**src/rtl/scoreboard_dispatcher.sv**
```systemverilog
// Command dispatcher: looks each command up in an external scoreboard, allocates the
// lowest free processor on a miss, and hands the command to that processor.
module scoreboard_dispatcher #(
  parameter int PROC_COUNT = 4,
  parameter int CMD_W      = 8,
  parameter int TIMEOUT    = 32,
  localparam int PID_W     = (PROC_COUNT > 1) ? $clog2(PROC_COUNT) : 1
) (
  input  logic                  i_clk,
  input  logic                  i_rstn,
  input  logic                  i_cmd_valid,
  input  logic [CMD_W-1:0]      i_cmd_id,
  output logic                  o_cmd_ready,
  input  logic                  i_flush_req,
  output logic                  o_sb_read,
  output logic                  o_sb_write,
  output logic                  o_sb_flush,
  output logic [CMD_W-1:0]      o_sb_cmd_id,
  output logic [PID_W-1:0]      o_sb_proc_id,
  input  logic                  i_sb_ack,
  input  logic                  i_sb_exists,
  input  logic [PID_W-1:0]      i_sb_id,
  output logic                  o_disp_valid,
  output logic [CMD_W-1:0]      o_disp_cmd_id,
  output logic [PID_W-1:0]      o_disp_proc_id,
  input  logic                  i_disp_ready,
  input  logic [PROC_COUNT-1:0] i_proc_done,
  output logic [PROC_COUNT-1:0] o_busy_map,
  output logic                  o_err
);

  localparam int CNT_W = $clog2(TIMEOUT + 1);

  typedef enum logic [3:0] {
    IDLE, LOOKUP, WAIT_RD, ALLOC, WRITE, WAIT_WR, DISPATCH, FLUSH, WAIT_FL
  } state_t;

  state_t                r_state;
  state_t                w_nextState;
  logic [CMD_W-1:0]      r_cmdId;
  logic [PID_W-1:0]      r_proc;
  logic [PROC_COUNT-1:0] r_busy;
  logic                  r_err;
  logic [CNT_W-1:0]      r_waitCnt;

  logic                  w_accept;
  logic                  w_inWait;
  logic                  w_timeout;
  logic                  w_flushClr;
  logic                  w_anyFree;
  logic [PID_W-1:0]      w_freeIdx;
  logic [PROC_COUNT-1:0] w_setMask;

  assign w_accept   = (r_state == IDLE) && !i_flush_req && i_cmd_valid;
  assign w_inWait   = (r_state == WAIT_RD) || (r_state == WAIT_WR) || (r_state == WAIT_FL);
  assign w_timeout  = w_inWait && !i_sb_ack && (r_waitCnt == CNT_W'(TIMEOUT - 1));
  assign w_flushClr = (r_state == WAIT_FL) && i_sb_ack;

  // Descending scan so the lowest-index free processor is the one that sticks.
  always_comb begin
    w_anyFree = 1'b0;
    w_freeIdx = '0;
    for (int k = PROC_COUNT - 1; k >= 0; k--) begin
      if (!r_busy[k]) begin
        w_anyFree = 1'b1;
        w_freeIdx = PID_W'(k);
      end
    end
  end

  always_comb begin
    w_setMask = '0;
    if (r_state == WRITE) w_setMask[r_proc] = 1'b1;
  end

  always_comb begin
    w_nextState  = r_state;
    o_cmd_ready  = 1'b0;
    o_sb_read    = 1'b0;
    o_sb_write   = 1'b0;
    o_sb_flush   = 1'b0;
    o_disp_valid = 1'b0;
    case (r_state)
      IDLE: begin
        o_cmd_ready = i_rstn && !i_flush_req;
        if (i_flush_req)      w_nextState = FLUSH;
        else if (i_cmd_valid) w_nextState = LOOKUP;
      end
      LOOKUP: begin
        o_sb_read   = 1'b1;
        w_nextState = WAIT_RD;
      end
      WAIT_RD: begin
        if (i_sb_ack)       w_nextState = i_sb_exists ? DISPATCH : ALLOC;
        else if (w_timeout) w_nextState = IDLE;
      end
      ALLOC: begin
        if (w_anyFree) w_nextState = WRITE;
      end
      WRITE: begin
        o_sb_write  = 1'b1;
        w_nextState = WAIT_WR;
      end
      WAIT_WR: begin
        if (i_sb_ack)       w_nextState = DISPATCH;
        else if (w_timeout) w_nextState = IDLE;
      end
      DISPATCH: begin
        o_disp_valid = 1'b1;
        if (i_disp_ready) w_nextState = IDLE;
      end
      FLUSH: begin
        o_sb_flush  = 1'b1;
        w_nextState = WAIT_FL;
      end
      WAIT_FL: begin
        if (i_sb_ack || w_timeout) w_nextState = IDLE;
      end
      default: w_nextState = IDLE;
    endcase
  end

  // A processor freed in the same cycle it is being allocated stays busy.
  always_ff @(posedge i_clk or negedge i_rstn) begin
    if (!i_rstn) begin
      r_state   <= IDLE;
      r_cmdId   <= '0;
      r_proc    <= '0;
      r_busy    <= '0;
      r_err     <= 1'b0;
      r_waitCnt <= '0;
    end else begin
      r_state <= w_nextState;
      r_busy  <= w_flushClr ? '0 : ((r_busy & ~i_proc_done) | w_setMask);
      if (w_accept) r_cmdId <= i_cmd_id;
      if ((r_state == WAIT_RD) && i_sb_ack && i_sb_exists) r_proc <= i_sb_id;
      else if ((r_state == ALLOC) && w_anyFree)           r_proc <= w_freeIdx;
      if (w_flushClr)     r_err <= 1'b0;
      else if (w_timeout) r_err <= 1'b1;
      if (r_state != w_nextState) r_waitCnt <= '0;
      else if (w_inWait)          r_waitCnt <= r_waitCnt + CNT_W'(1);
    end
  end

  assign o_sb_cmd_id    = r_cmdId;
  assign o_sb_proc_id   = r_proc;
  assign o_disp_cmd_id  = r_cmdId;
  assign o_disp_proc_id = r_proc;
  assign o_busy_map     = r_busy;
  assign o_err          = r_err;

endmodule

```
**config.mk**
```make
export PLATFORM = sky130hd
export DESIGN_NAME = scoreboard_dispatcher
export DESIGN_NICKNAME = d
export VERILOG_FILES = /design/src/rtl/scoreboard_dispatcher.sv
export SDC_FILE = /design/constraint.sdc
export NUM_CORES = 1
export LEC_CHECK = 0
export CORE_ASPECT_RATIO = 0.75
export CORE_UTILIZATION = 50
export CTS_CLUSTER_DIAMETER = 80
export DETAILED_ROUTE_END_ITERATION = 8
export PLACE_DENSITY = 0.93
export SYNTH_ARGS = -nofsm -noshare
export SYNTH_HDL_FRONTEND = slang
export SYNTH_SLANG_ARGS = --single-unit
export TNS_END_PERCENT = 30
```
**constraint.sdc**
```tcl
create_clock -name i_clk -period 3.2 [get_ports i_clk]
set_input_delay 0.96 -clock i_clk [delete_from_list [all_inputs] [get_ports i_clk]]
set_output_delay 0.96 -clock i_clk [all_outputs]
set_load 0.01 [all_outputs]
```
-- After elaboration in Yosys (flattened, before gate mapping)
Cells that the tools add are included.
- flip-flop bits (word level): 25
- bits of input ports: 21
- output and inout port bits: 30
- logic and storage cells: 74
- add/sub/neg operators: 1
- magnitude comparators: 2
- eq/ne operators: 10
- multiplexer cells: 33
- bitwise operators: 3
- reductions and logical operators: 19
- operators by type and width (operator ; count):
    $mux W4 ; 10
    $pmux W4 S9 ; 1
    $eq A4 B3 Y1 const B ; 4
    $mux W1 ; 12
    $mux W2 ; 6
    $mux W6 ; 2
    $logic_and A1 B1 Y1 ; 10
    $eq A4 B2 Y1 const B ; 2
    $add A6 B1 Y6 const B ; 1
    $eq A6 B5 Y1 const B ; 1
    $reduce_bool A2 Y1 ; 3
    $and A4 B4 Y4 ; 1
    $eq A4 B1 Y1 const B ; 1
    $eq A4 B4 Y1 const B ; 1
    $logic_not A4 Y1 ; 1
    $ne A4 B4 Y1 ; 1
    $not A4 Y4 ; 1
    $or A4 B4 Y4 ; 1
    $logic_or A1 B1 Y1 ; 3
    $lt A2 B3 Y1 const B ; 1
    $mux W3 ; 1
    $demux W1 S2 ; 1
    $ge A2 B1 Y1 const B ; 1
    $logic_not A1 Y1 ; 2

-- Logic depth before layout (Yosys ltp)
Gate-level depths: netlist of the first run.
- depth after elaboration: 10
- gate-level depth with buffers: 7
- mapped depth without buffers: 6

-- Least setup slack after synthesis of the first run
No wires, ideal clock.
- kind: flip-flop to output port
- from: register r_state[1]
- to: output o_cmd_ready
- data arrival time: 1303 ps
- required time: 2240 ps
- slack: 937 ps
- cell stages (with the launch flop): 4
- path buffers: 0
- path through: dfrtp_1 or4_4 nor2_2 and2_1
- longest elaborated chain between the ends: 2
- RTL lines (what ; line ; text):
    from (decl) ; 38 ; state_t r_state;
    from (signal assigned) ; 133 ; r_state <= w_nextState;
    $logic_not A4 Y1 ; 83 ; case (r_state)
    $mux W1 ; 83 ;
    to (decl) ; 13 ; output logic o_cmd_ready,
No other way between the ends.

-- Worst setup path in the final report of the first run
- from: register r_state[0]
- to: output o_sb_read
- longest elaborated chain between the ends: 2
- RTL lines (what ; line ; text):
    $eq A4 B1 Y1 ; 83 ;
    $mux W1 ; 83 ;
    to (decl) ; 15 ; output logic o_sb_read,
No other way between the ends.

==> reports/summary.txt, run 1 <==
setup TNS = 0 ns
row count = 17
measured slew at the worst slew-check pin = 0.482 ns
DRT iter0 DRCs = 109
Mapped Area = 1590 µm²
relative slew slack = 67.8%
port buffer count = 50
largest net degree at the start of global routing = 26
aggregate routed wire length = 3.99 mm
worst-skew pair later-pin latency = 0.27 ns
crit path from = r_state[0]
hold path startpoint = o_disp_cmd_id[5]
Synth Warn # = 0
endpoints failing setup = 0
Final Slew Violations = 0
Hold Path Stages = 1
Die Ht = 50.8 µm
layout cells sized above 1 = 13.5%
worst reg2reg path depth = 6
drt wl/cell = 17.3 µm
Final min period = 2.89 ns
CP max stage delay = 0.62 ns
worst setup path class = register to primary output
WHS = 0.527 ns
post-route insts no fill = 231
# IOs = 51
Worst path top cell family by delay = buffers and inverters
Req. time, crit path = 2.24 ns
total number of vias = 1353
initial antenna violation count = 0
vias in the first global route = 1351
critical path data arrival time = 1.93 ns
DPL Wire Length = 3.03 mm
Cells after DPL = 227
Synth async-reset ratio = 100%
Total GRT Usage = 25.8%
Pleak = 0.000899 µW
worst-path cell chain = buf_4 > inv_1 > nor4_1 > clkdlybuf4s50_1
Final Power = 1860 µW
Clock Path Buffers = 2
Cell variety after synth = 50
skew final = 0.00689 ns
fin util = 71.0%
first-pass detailed-route iteration total = 4
Via density = 5.86
Layout area overhead = 33.0%
syn_nets = 169
flop2flop setup slack = 1.20 ns
kind of start point of the critical path = register
sequential element share of the synthesized area = 39.4%
Root Buffer = clkbuf_8
Seq cells post-synth = 25
CP Max Fanout = 13
MaxCap Viol Count = 0
worst r2r src = r_state[2]
Avg Inst Size Synth = 10.8 µm²
antenna viol nets, final = 0
worst r2r dst = r_waitCnt[3]
pwr/cell area = 882 nW/µm²
Layout Nets = 216
Main synth FF type = dfrtp_1
Initial Utilization = 53.4%
hold buffers post-CTS = 0
first-pass GRT wire length = 6.47 mm
RePlAce Congestion = 0.920
worst min path class = register to register
Post-synth EDFFs = 0
TritonCTS Buffers = 3
clock-pin transition on the worst setup and hold timing paths = 0.09 ns
RSZ-0062 raised after global routing = no
Horiz. Die Dim = 67.1 µm
Core Region = 2980 µm²
clock sinks = 25
TritonCTS clock tree = built
Max VDD drop = 378 µV
# DRC = 0
CP max stage cell = clkdlybuf4s50_1
post-CTS setup repair buffer count = 0
final hold violations = 0
full die area = 3410 µm²
grt ovf = 0
# diodes = 0
outcome = complete, no violations
htree depth = 1
Final period util = 90.5%
CP Capture Type = primary output
fmax = 345 MHz
end of the worst hold path = o_disp_cmd_id[5]
Cells after Synth = 147
crit path buf inv count = 3
## power breakdown
part | internal, µW | total (µW) | switching (µW)
Combinational | 586 | 1140 | 554
Clock | 89.2 | 189 | 99.4
Sequential | 427 | 536 | 108
Total | 1100 | 1860 | 762
## cells in the mapped netlist, types with 3 or more instances
| library cell | number | share of area [%] |
|---|---|---|
| mux2_1 | 8 | 5.7 |
| xnor2_1 | 3 | 1.7 |
| or3b_1 | 3 | 1.7 |
| buf_6 | 3 | 2.1 |
| nand3b_1 | 5 | 2.4 |
| dfrtp_1 | 25 | 39 |
| a21o_1 | 3 | 1.4 |
| nor3_2 | 3 | 1.9 |
| nor3_1 | 5 | 1.6 |
| nand2b_1 | 8 | 3.1 |
| inv_1 | 4 | 0.94 |
| buf_4 | 12 | 5.7 |
| nor2_1 | 5 | 1.2 |
| and3_1 | 5 | 2.0 |
| a21oi_1 | 7 | 2.2 |
## worst reg2reg max path, cell delays in order (launching register included)
cell and delay, ns:
dfrtp_1 0.39, buf_4 0.21, or4bb_1 0.54, a21oi_1 0.20, nor4_1 0.09, o22ai_2 0.34, nor3_1 0.10
## cell type report
cell class	count	area [µm²]
Clock buffer	4	45.0
Sequential cell	25	626
Fill cell	210	865
Multi-Input combinational cell	103	825
Timing Repair Buffer	57	556
Inverter	4	15.0
Tap cell	38	47.5
## worst max path at each step
stage	slack, ns	end	cells after the start
floorplan	0.94	o_cmd_ready	3
global placement	0.04	o_cmd_ready	4
detailed placement	0.01	o_cmd_ready	4
CTS	0.02	o_cmd_ready	4
global route	0.25	o_sb_read	4
finish	0.31	o_sb_read	4
## state kept, by name (all words and copies together) (netlist names)
name and flops:
o_disp_cmd_id 8, r_waitCnt 6, o_busy_map 4, r_state 4
o_disp_proc_id 2, o_err 1
## what timing repair did
item / in CTS / in global routing
pin swaps: 1 / 0
gates cloned: 0 / 0
endpoints found under the setup margin: 1 / 1
gates resized for setup: 0 / 1
## logic make-up after synthesis
kind of cell	Yosys count	synth area share (%)
AO/OA/AOI/OAI	26	11.7
XOR/XNOR	6	3.78
adder cells (fa/ha/maj)	1	0.787
buffers and inverters	19	8.74
flip-flops	25	39.4
multiplexers	10	6.93
AND/OR/NAND/NOR	60	28.7
## metal layers
layer  GRT usage (%)  wire, µm  vias to the layer above  share of wire [%]
li1                -         -                      616                  -
met1            32.0      1640                      688                 41
met4            9.22        57                        0                1.4
met3            6.70       219                        8                5.5
met2            43.2      2080                       41                 52
met5               0         0                        -                  0
## cell usage in the layout (no fill, tap or decap), types with 4 or more instances in the layout
master,n
nor3_1,5
nand3b_1,5
nor2_1,5
mux2_1,8
clkdlybuf4s50_1,49
dfrtp_1,25
and3_1,5
inv_1,4
buf_4,7
a21oi_1,7
nand2b_1,8
## stage by stage
stage          area (µm²)  setup slack, ns
6_report             2110            0.305
2_1_floorplan        1590            0.937
3_3_place_gp         2070           0.0405
5_1_grt              2110            0.253
4_1_cts              2110           0.0220
3_5_place_dp         2070          0.00989
Power figures use the tool's default switching activity.
==> run 2, diff against run 1 <==
- CELL_PAD_IN_SITES_DETAIL_PLACEMENT: default -> 1
- CELL_PAD_IN_SITES_GLOBAL_PLACEMENT: default -> 2
- CORE_UTILIZATION: 50 -> 30
- PLACE_DENSITY: 0.93 -> 0.91
==> reports/summary.txt, run 2 (synthesized netlist as in run 1, its figures left out) <==
RePlAce Congestion = 0.749 (was 0.920)
relative slew slack = 71.1% (was 67.8%)
endpoints failing setup = 0 (unchanged)
fmax = 340 MHz (was 345 MHz)
pwr/cell area = 862 nW/µm² (was 882 nW/µm²)
Clock Path Buffers = 2 (unchanged)
vias in the first global route = 1380 (was 1351)
hold buffers post-CTS = 0 (unchanged)
setup TNS = 0 ns (unchanged)
Die Ht = 65.0 µm (was 50.8 µm)
TritonCTS clock tree = built (unchanged)
antenna viol nets, final = 0 (unchanged)
htree depth = 1 (unchanged)
drt wl/cell = 15.6 µm (was 17.3 µm)
MaxCap Viol Count = 0 (unchanged)
Total GRT Usage = 16.5% (was 25.8%)
Req. time, crit path = 2.24 ns (about the same)
grt ovf = 0 (unchanged)
first-pass detailed-route iteration total = 4 (unchanged)
post-CTS setup repair buffer count = 0 (unchanged)
skew final = 0.00464 ns (was 0.00689 ns)
Layout Nets = 217 (was 216)
Root Buffer = clkbuf_8 (unchanged)
TritonCTS Buffers = 3 (unchanged)
worst setup path class = register to primary output (unchanged)
Finished Cell Area = 2160 µm² (was 2110 µm²)
dpl cell area = 2120 µm² (was 2070 µm²)
# IOs = 51 (unchanged)
most common cell after layout, fill and taps aside = clkdlybuf4s50_1 (unchanged)
Via density = 4.98 (was 5.86)
measured slew at the worst slew-check pin = 0.429 ns (was 0.482 ns)
row count = 22 (was 17)
first-pass GRT wire length = 7.10 mm (was 6.47 mm)
Resize count post-CTS = 0 (unchanged)
worst min path class = register to register (unchanged)
total number of vias = 1324 (was 1353)
# diodes = 0 (unchanged)
DPL Wire Length = 3.16 mm (was 3.03 mm)
CP Max Fanout = 7 (was 13)
final worst slack = 0.256 ns (was 0.305 ns)
largest net degree at the start of global routing = 26 (unchanged)
Max VDD drop = 327 µV (was 378 µV)
# DRC = 0 (unchanged)
Setup WS pre-CTS = 0.0337 ns (was 0.00989 ns)
Pleak = 0.000904 µW (was 0.000899 µW)
full die area = 5590 µm² (was 3410 µm²)
aggregate routed wire length = 4.16 mm (was 3.99 mm)
Final Slew Violations = 0 (unchanged)
clock-pin transition on the worst setup and hold timing paths = 0.09 ns (about the same)
kind of start point of the critical path = register (unchanged)
outcome = complete, no violations (unchanged)
worst-skew pair later-pin latency = 0.28 ns (was 0.27 ns)
critical path data arrival time = 1.98 ns (was 1.93 ns)
Final period util = 92.0% (was 90.5%)
Initial Utilization = 31.9% (was 53.4%)
most frequent cells in the layout = clkdlybuf4s50_1, dfrtp_1, nand2b_1, mux2_1, buf_4 (was clkdlybuf4s50_1, dfrtp_1, nand2b_1, mux2_1)
WHS = 0.525 ns (was 0.527 ns)
clock sinks = 25 (unchanged)
Horiz. Die Dim = 86.0 µm (was 67.1 µm)
Layout area overhead = 36.1% (was 33.0%)
DRT iter0 DRCs = 43 (was 109)
RSZ-0062 raised after global routing = no (unchanged)
port buffer count = 50 (unchanged)
Final min period = 2.94 ns (was 2.89 ns)
final hold violations = 0 (unchanged)
CP Capture Type = primary output (unchanged)
Core Region = 4980 µm² (was 2980 µm²)
layout cells sized above 1 = 13.9% (was 13.5%)
initial antenna violation count = 0 (unchanged)
max reg flops = 8 (unchanged)
run 2: cell types whose count changed in the layout (fill, tap and decap cells not counted):
cell / delta
buf_4: +1
run 2: area by class of cell:
cell class | instances | area (µm²)
fillers | 571 | 2820
multi-input cells | 103 | 825
flip-flops and latches | 25 | 626
repair buffers | 58 | 563
well taps | 72 | 90.1
clock buffers | 4 | 45.0
inverters | 4 | 15.0
run 2: final timing paths:
path / endpoint / depth (start not counted) / slack (ns) / startpoint
setup / recovery: o_sb_read / 3 / 0.26 / r_state[0]
hold / removal: o_disp_cmd_id[2] / 1 / 0.52 / o_disp_cmd_id[2]
setup reg to reg: r_waitCnt[1] / 6 / 1.07 / r_state[2]
hold reg to reg: o_disp_cmd_id[2] / 1 / 0.52 / o_disp_cmd_id[2]
max in group asynchronous: r_waitCnt[1] / 2 / 1.86 / i_rstn
min in group asynchronous: o_disp_cmd_id[6] / 2 / 1.09 / i_rstn
run 2: critical path: stages (launching register included):
cell	delay, ns
dfrtp_1	0.50
inv_1	0.13
nor4_1	0.43
clkdlybuf4s50_1	0.63
run 2: where the power goes:
part | internal, µW | switching (µW)
registers | 427 | 132
logic | 586 | 525
clock network | 89.6 | 105
total | 1100 | 763
run 2: routing by layer:
metal / share of wire [%] / GRT usage, %
met5: 0 / 0
met4: 1.5 / 5.00
met3: 5.6 / 4.59
met2: 46 / 25.5
met1: 47 / 22.3
run 2: metrics by stage:
step	util (%)	power, µW	instances
floorplan	-	1260	147
global placement	42.5	1650	262
detailed placement	42.5	1670	262
CTS	43.4	1880	266
global route	43.4	2000	266
finish	43.4	1860	266
==> run 3, diff against run 2 <==
- SETUP_SLACK_MARGIN: default -> 0.2
==> reports/summary.txt, run 3 (synthesized netlist as in run 1, its figures left out) <==
final hold violations = 0 (unchanged)
Layout Nets = 217 (unchanged)
largest net degree at the start of global routing = 26 (unchanged)
clock sinks = 25 (unchanged)
worst setup path class = input pin to primary output (was register to primary output)
kind of start point of the critical path = input pin (was register)
drt wl/cell = 15.7 µm (was 15.6 µm)
pwr/cell area = 863 nW/µm² (was 862 nW/µm²)
Final Slew Violations = 0 (unchanged)
Root Buffer = clkbuf_8 (unchanged)
TritonCTS Buffers = 3 (unchanged)
Die Ht = 65.0 µm (unchanged)
DRT iter0 DRCs = 48 (was 43)
Final period util = 90.6% (was 92.0%)
first-pass detailed-route iteration total = 4 (unchanged)
RSZ-0062 raised after global routing = no (unchanged)
Layout area overhead = 36.3% (was 36.1%)
fin util = 43.5% (was 43.4%)
vias in the first global route = 1380 (unchanged)
CP Max Fanout = 2 (was 7)
setup TNS = 0 ns (unchanged)
outcome = complete, no violations (unchanged)
hold buffers post-CTS = 0 (unchanged)
antenna viol nets, final = 0 (unchanged)
measured slew at the worst slew-check pin = 0.402 ns (was 0.429 ns)
Setup WS pre-CTS = 0.0337 ns (unchanged)
Final Power = 1870 µW (was 1860 µW)
skew final = 0.00457 ns (was 0.00464 ns)
grt ovf = 0 (unchanged)
most frequent cells in the layout = clkdlybuf4s50_1, dfrtp_1, nand2b_1, mux2_1, buf_4 (unchanged)
row count = 22 (unchanged)
Final min period = 2.90 ns (was 2.94 ns)
CP max stage cell = clkdlybuf4s50_1 (unchanged)
layout cells sized above 1 = 14.4% (was 13.9%)
first-pass GRT wire length = 7.10 mm (unchanged)
port buffer count = 50 (unchanged)
Pleak = 0.000892 µW (was 0.000904 µW)
Initial Utilization = 31.9% (unchanged)
full die area = 5590 µm² (unchanged)
# IOs = 51 (unchanged)
DPL Wire Length = 3.16 mm (unchanged)
Via density = 4.98 (about the same)
initial antenna violation count = 0 (unchanged)
worst min path class = register to register (unchanged)
clock-pin transition on the worst setup and hold timing paths = 0.09 ns (about the same)
Horiz. Die Dim = 86.0 µm (unchanged)
Total GRT Usage = 16.5% (unchanged)
Core Region = 4980 µm² (unchanged)
# diodes = 0 (unchanged)
CP Capture Type = primary output (unchanged)
final worst slack = 0.302 ns (was 0.256 ns)
MaxCap Viol Count = 0 (unchanged)
most common cell after layout, fill and taps aside = clkdlybuf4s50_1 (unchanged)
worst-skew pair later-pin latency = 0.28 ns (about the same)
Req. time, crit path = 2.24 ns (about the same)
htree depth = 1 (unchanged)
max reg flops = 8 (unchanged)
Clock Path Buffers = 2 (unchanged)
RePlAce Congestion = 0.749 (unchanged)
post-route insts no fill = 266 (unchanged)
critical path data arrival time = 1.94 ns (was 1.98 ns)
Max VDD drop = 332 µV (was 327 µV)
relative slew slack = 73.1% (was 71.1%)
aggregate routed wire length = 4.19 mm (was 4.16 mm)
endpoints failing setup = 0 (unchanged)
total number of vias = 1325 (was 1324)
worst-path cell chain = clkdlybuf4s50_1 > nor2_2 > and2_1 > dlygate4sd2_1 (was inv_1 > nor4_1 > clkdlybuf4s50_1)
fmax = 345 MHz (was 340 MHz)
CP max stage delay = 0.50 ns (was 0.63 ns)
TritonCTS clock tree = built (unchanged)
# DRC = 0 (unchanged)
Cells after DPL = 262 (unchanged)
[run 3: changes by cell type in the layout (fill, tap and decap cells not counted), sizes merged]
cell	previous run	this run
dlymetal6s2s	1	0
dlygate4sd2	0	1
[run 3: final timing paths]
| check | start | to | slack (ns) | cells past startpoint |
|---|---|---|---|---|
| min | o_disp_cmd_id[2] | o_disp_cmd_id[2] | 0.53 | 1 |
| min reg2reg | o_disp_cmd_id[2] | o_disp_cmd_id[2] | 0.53 | 1 |
| max | i_flush_req | o_cmd_ready | 0.30 | 4 |
| min in group asynchronous | i_rstn | o_disp_cmd_id[6] | 1.09 | 2 |
| max reg2reg | r_state[2] | r_waitCnt[1] | 1.05 | 6 |
| max in group asynchronous | i_rstn | r_waitCnt[1] | 1.86 | 2 |
[run 3: what timing repair did]
item	CTS	global route
gates resized for setup	1	1
setup endpoints to repair	1	1
cloned	0	0
buffers inserted	0	0
[run 3: cell type report]
cell class	count	area, µm²
fillers	570	2820
multi-input cells	103	831
inverters	4	15.0
clock buffers	4	45.0
flip-flops and latches	25	626
repair buffers	58	559
well taps	72	90.1
[run 3: layer usage]
| metal | part of all wire [%] | GRT usage (%) |
|---|---|---|
| met1 | 47 | 22.3 |
| met3 | 5.3 | 4.59 |
| met5 | 0 | 0 |
| met2 | 46 | 25.5 |
| met4 | 1.6 | 5.00 |
[run 3: metrics by stage]
stage	area (µm²)	hold slack [ns]
2_1_floorplan	1590	0.526
3_3_place_gp	2120	0.500
3_5_place_dp	2120	0.508
4_1_cts	2160	0.529
5_1_grt	2170	0.551
6_report	2170	0.525
[run 3: critical path, delay by kind of cell]
family        cells  cell delay (ns)
buf+inv           2             0.77
simple gates      2             0.20
[run 3: report_power, final]
group	switching, µW	internal, µW	leakage, µW
registers	134	427	0.000324
clock network	105	89.5	0.0000228
logic	528	586	0.000545
